**src/rtl/wr_pntrs_and_full.sv**
```systemverilog
// Write-domain pointer, full/almost-full, used-words and overflow logic for a dual-clock FIFO.
// Optional macro WR_PNTRS_OVF_CNT_EN adds an 8-bit saturating dropped-write counter.
module wr_pntrs_and_full #(
  parameter int unsigned AWIDTH          = 3,
  parameter int unsigned SYNC_STAGES     = 2,
  parameter int unsigned ALMOST_FULL_LVL = 6
) (
  input  logic              wr_clk_i,
  input  logic              aclr_i,
  input  logic              wr_req_i,
  input  logic              ovf_clr_i,
  input  logic [AWIDTH:0]   rd_pntr_gray_i,
  output logic [AWIDTH-1:0] wr_pntr_o,
  output logic [AWIDTH:0]   wr_pntr_gray_rd_o,
  output logic              wr_full_o,
  output logic              wr_almost_full_o,
  output logic [AWIDTH:0]   wr_usedw_o,
`ifdef WR_PNTRS_OVF_CNT_EN
  output logic [7:0]        wr_ovf_cnt_o,
`endif
  output logic              wr_ovf_o
);

  localparam logic [AWIDTH:0] AfullLvl = (AWIDTH+1)'(ALMOST_FULL_LVL);
  // Full when write Gray equals read Gray with its two MSBs inverted.
  localparam logic [AWIDTH:0] FullMask = (AWIDTH+1)'(2'b11) << (AWIDTH - 1);

  logic [AWIDTH:0] wr_bin_q, wr_bin_d;
  logic [AWIDTH:0] wr_gray_q, wr_gray_d;
  logic [AWIDTH:0] usedw_q, usedw_d;
  logic            full_q, full_d;
  logic            afull_q, afull_d;
  logic            ovf_q, ovf_d;
  logic            wr_en, wr_drop;
  logic [AWIDTH:0] rd_sync_q [SYNC_STAGES];
  logic [AWIDTH:0] rd_gray_s, rd_bin_s;

  assign wr_en     = wr_req_i & ~full_q;
  assign wr_drop   = wr_req_i & full_q;
  assign rd_gray_s = rd_sync_q[SYNC_STAGES-1];

  always_comb begin
    rd_bin_s = '0;
    rd_bin_s[AWIDTH] = rd_gray_s[AWIDTH];
    for (int i = int'(AWIDTH) - 1; i >= 0; i--) begin
      rd_bin_s[i] = rd_bin_s[i+1] ^ rd_gray_s[i];
    end
  end

  always_comb begin
    wr_bin_d  = wr_bin_q + {{AWIDTH{1'b0}}, wr_en};
    wr_gray_d = wr_bin_d ^ (wr_bin_d >> 1);
    full_d    = (wr_gray_d == (rd_gray_s ^ FullMask));
    usedw_d   = wr_bin_d - rd_bin_s;
    afull_d   = (usedw_d >= AfullLvl);
    ovf_d     = ovf_q;
    if (wr_drop) begin
      ovf_d = 1'b1;
    end else if (ovf_clr_i) begin
      ovf_d = 1'b0;
    end
  end

  always_ff @(posedge wr_clk_i or negedge aclr_i) begin
    if (!aclr_i) begin
      for (int i = 0; i < int'(SYNC_STAGES); i++) begin
        rd_sync_q[i] <= '0;
      end
    end else begin
      rd_sync_q[0] <= rd_pntr_gray_i;
      for (int i = 1; i < int'(SYNC_STAGES); i++) begin
        rd_sync_q[i] <= rd_sync_q[i-1];
      end
    end
  end

  always_ff @(posedge wr_clk_i or negedge aclr_i) begin
    if (!aclr_i) begin
      wr_bin_q  <= '0;
      wr_gray_q <= '0;
      usedw_q   <= '0;
      full_q    <= 1'b0;
      afull_q   <= 1'b0;
      ovf_q     <= 1'b0;
    end else begin
      wr_bin_q  <= wr_bin_d;
      wr_gray_q <= wr_gray_d;
      usedw_q   <= usedw_d;
      full_q    <= full_d;
      afull_q   <= afull_d;
      ovf_q     <= ovf_d;
    end
  end

`ifdef WR_PNTRS_OVF_CNT_EN
  logic [7:0] ovf_cnt_q;

  always_ff @(posedge wr_clk_i or negedge aclr_i) begin
    if (!aclr_i) begin
      ovf_cnt_q <= '0;
    end else if (ovf_clr_i) begin
      ovf_cnt_q <= '0;
    end else if (wr_drop && (ovf_cnt_q != 8'hff)) begin
      ovf_cnt_q <= ovf_cnt_q + 8'd1;
    end
  end

  assign wr_ovf_cnt_o = ovf_cnt_q;
`endif

  assign wr_pntr_o         = wr_bin_q[AWIDTH-1:0];
  assign wr_pntr_gray_rd_o = wr_gray_q;
  assign wr_full_o         = full_q;
  assign wr_almost_full_o  = afull_q;
  assign wr_usedw_o        = usedw_q;
  assign wr_ovf_o          = ovf_q;

endmodule
```
**config.mk**
```make
export PLATFORM = sky130hd
export DESIGN_NAME = wr_pntrs_and_full
export DESIGN_NICKNAME = d
export VERILOG_FILES = /design/src/rtl/wr_pntrs_and_full.sv
export SDC_FILE = /design/constraint.sdc
export NUM_CORES = 1
export LEC_CHECK = 0
export CAP_MARGIN = 20
export CORE_MARGIN = 10
export CORE_UTILIZATION = 47
export CTS_CLUSTER_DIAMETER = 150
export CTS_CLUSTER_SIZE = 12
export DETAILED_ROUTE_END_ITERATION = 8
export GPL_TIMING_DRIVEN = 0
export PLACE_DENSITY_LB_ADDON = 0.25
export SYNTH_ARGS = -nofsm -noshare
export SYNTH_HDL_FRONTEND = slang
export SYNTH_SLANG_ARGS = --single-unit
```
**constraint.sdc**
```tcl
create_clock -name wr_clk_i -period 2.85 [get_ports wr_clk_i]
set_input_delay 0.57 -clock wr_clk_i [delete_from_list [all_inputs] [get_ports wr_clk_i]]
set_output_delay 0.57 -clock wr_clk_i [all_outputs]
set_load 0.05 [all_outputs]
```
==> results <==
- The slowest library cell on the worst path is sky130_fd_sc_hd__fa_1.
- At the end of the flow, the number of nets in the layout was 107.
- The synthesized design contains 22 register bits.
- The worst register-to-register path begins at rd_gray_s[3]$_DFF_PN0_.
- The flow ran to the end, and the final reports show no timing, DRC or antenna violations.
- The area of the placeable core is 0.00178 mm².
- Counting every net in the synthesized netlist gives 81.
- The total count of hold-check failures in the final report came to 0.
- The type of the worst min-delay path is reg2reg.
- In this run the count of I/O pins placed on the die edge is 22.
- After legalization and detailed placement, the total HPWL measured 1130 µm.
- The number of setup buffers added after CTS is 0.
- In this run the tool buffered the top-level ports with 21 buffer cells.
- The critical path capture point type is a register.
- After layout, the minimum clock period comes to 2.53 ns.
- The maximum buffer depth of the clock tree is 2.
- The proportion of register bits with asynchronous set or reset after synthesis is 100%.
- The classification of the worst setup path is in2reg.
- The pre-antenna-repair detailed-routing pass consisted of 4 iterations.
- STA puts the critical path data required time at 3.04 ns.
- The Yosys step of the flow raised 0 warnings.
- In this design, the stage delay of the slowest critical-path cell is 0.56 ns.
- The aggregate global-route resource usage is 7.39%.
- The number of buffers and inverters on the critical path is 3.
- The chip width is 63.9 µm.
- Leaving out fill and tap cells, the most frequent cell in the layout is sky130_fd_sc_hd__dfrtp_1.
- The iteration-0 DRC count of the detailed router is 12.
- The category of cells accounting for the largest share of critical-path delay is adder cells.
- The mean instance size in the synthesized netlist is 13.5 µm².
- The clock network latency to the later pin of the worst-skew pair is 0.30 ns.
- The post-synthesis to final-layout area growth is 32.5%.
- The post-CTS clock slew at the launch and capture registers of the worst setup and hold paths is 0.12 ns.
- The worst hold margin is 0.362 ns.
- The critical path arrival is 2.72 ns.
- STA classifies the critical path startpoint as an input port.
- The startpoint identified for the worst hold timing path is rd_sync_q[6]$_DFF_PN0_.
- The portion of the clock cycle consumed by the worst path in the final layout is 88.9%.
- The tool flagged a number of max-cap violations equal to 0.
- For this run, the top clock speed supported by timing is 0.395 GHz.
- Measured against its own limit, the worst slew margin works out to 39.7%.
- The routability congestion estimate from global placement is 0.749.
- In this run the cell area of the synthesized design comes to 906 µm².
- The most critical setup path has its startpoint at wr_req_i.
- The number of H-tree levels is 1.
- The wire length reported by the detailed router is 1400 µm.
- The aggregate global routing overflow is 0.
- The unique cell type count in the Yosys netlist is 20.
- TritonCTS built the clock tree.
- Setup repair after global routing left no endpoint under its margin.
- Counting flops with a built-in enable in the synthesized netlist gives 0.
- The number of vias per cell is 4.62.
- The root cell of the clock tree is sky130_fd_sc_hd__clkbuf_4.
- The number of buffers created by CTS is 3.
- The number of slew-limit violations in the final report is 0.
- The share of the core filled with cells is 67.3%.
- The die height is 63.9 µm.
- Among all flip-flop cells after synthesis, the most frequent one is sky130_fd_sc_hd__dfrtp_1.
- The library cells used most frequently in the layout, excluding fill and tap cells, are sky130_fd_sc_hd__dfrtp_1, sky130_fd_sc_hd__clkdlybuf4s50_1, sky130_fd_sc_hd__xnor2_1, sky130_fd_sc_hd__inv_1, sky130_fd_sc_hd__xor2_1.
- The initial core utilization is 50.8%.
- The gate count after technology mapping is 67.
- Detailed routing inserted a total of 540 vias.
- In the routed design, unresolved DRC markers number 0.
- The die covers 0.00408 mm².
- The number of antenna violations at the first check in global routing came to 0.
- Clock tree synthesis found a total of 22 sinks.
- The first global-routing pass estimated 2540 µm of wire.
- The repair_antennas step left the layout with diodes totalling 0.
- The detail route stage leaves a number of antenna-violating nets equal to 0.
- The register area share after synthesis is 60.8%.
- In this run, post-CTS hold repair placed 0 buffers.
- The number of resized instances in the post-cts repair step is 0.
- The signal on the critical path passes through clkdlybuf4s50_1 > nor2b_1 > ha_1 > ha_1 > inv_1 > fa_1 > inv_1 > a22oi_1 > o211ai_1.
- Along the worst path, the maximum fanout reaches 6.
- For the pin with the worst max-slew slack, the measured transition is 0.901 ns.
- The setup violation total in the final timing report is 0.
- Entering global routing, the biggest net connects 23 pins.
- The via count of the first global-routing pass is 596.
- In the final layout, the share of cells above drive strength 1 is 5.43%.
- The number of fillers in the final layout is 144.
- On the final layout, the worst clock skew is 0.00180 ns.
- The number of placement rows is 15.
- The average wire per cell in the routed design is 12.0 µm.
[routing by layer]
layer  wire length, µm  GRT usage, %  share of wire, %
met1               601          7.98                43
met4                 0          2.19                 0
met5                 0             0                 0
met3                99          3.14               7.1
met2               703          12.8                50
[final timing paths]
check,slack (ns),end,cells past startpoint
worst max-delay path,0.32,wr_almost_full_o$_DFF_PN0_,9
worst min-delay path,0.36,rd_gray_s[2]$_DFF_PN0_,0
worst max register to register,0.61,wr_almost_full_o$_DFF_PN0_,8
worst min register to register,0.36,rd_gray_s[2]$_DFF_PN0_,0
max in group asynchronous,1.54,rd_sync_q[4]$_DFF_PN0_,1
min in group asynchronous,0.76,wr_ovf_o$_DFFE_PN0P_,1
[flip-flops by register name, summed over array words and instances, names as in the netlist]
register and count:
rd_gray_s 4, rd_sync_q 4, wr_almost_full_o 1, wr_bin_q 4, wr_full_o 1, wr_ovf_o 1
wr_pntr_gray_rd_o 3, wr_usedw_o 4
[worst reg2reg max path: cells and delay by family (launching register included)]
family,cells,cell delay [ns]
adder cells (fa/ha/maj),2,0.73
XOR/XNOR,3,0.66
flip-flops,1,0.42
AO/OA/AOI/OAI,2,0.27
buffers and inverters,1,0.05
[stage by stage]
step            TNS, ns  setup WS (ns)  std cells  cell area [µm²]
2_1_floorplan         0          0.485         67              906
3_3_place_gp   -0.00830       -0.00830        113             1150
3_5_place_dp    -0.0241        -0.0241        113             1150
4_1_cts               0          0.302        117             1200
5_1_grt               0          0.169        117             1200
6_report              0          0.317        117             1200
[synthesized netlist by cell type, types with 2 or more instances]
cell type	instances	share of area, %
sky130_fd_sc_hd__dfrtp_1	22	61
sky130_fd_sc_hd__inv_1	8	3.3
sky130_fd_sc_hd__xnor2_1	8	7.7
sky130_fd_sc_hd__xor2_1	7	6.8
sky130_fd_sc_hd__ha_1	5	6.9
sky130_fd_sc_hd__a21oi_1	2	1.1
sky130_fd_sc_hd__nor3_1	2	1.1
[area by class of cell]
| type | count | area (µm²) | area share, % |
|---|---|---|---|
| Clock buffer | 3 | 22.5 | 1.88 |
| Clock inverter | 1 | 30.0 | 2.50 |
| Inverter | 8 | 30.0 | 2.50 |
| Multi-Input combinational cell | 37 | 325 | 27.1 |
| Sequential cell | 22 | 551 | 45.9 |
| Tap cell | 25 | 31.3 | 2.61 |
| Timing Repair Buffer | 21 | 210 | 17.5 |
[kinds of logic (layout without fill, tap and decap cells)]
kind of cell               count (synthesis)  count (layout)  share of synthesized area, %
xor gates and xnor gates                  16              16                          16.3
DFF                                       22              22                          60.8
buffers and inverters                      8              33                          3.32
adders and majority gates                  6               6                          9.12
AOI/OAI and AO/OA                          9               9                          7.05
and+or+nand+nor                            6               6                          3.45
Power is not shown: default switching activity piles up to over one toggle a cycle in this logic, so the estimate is an artifact.
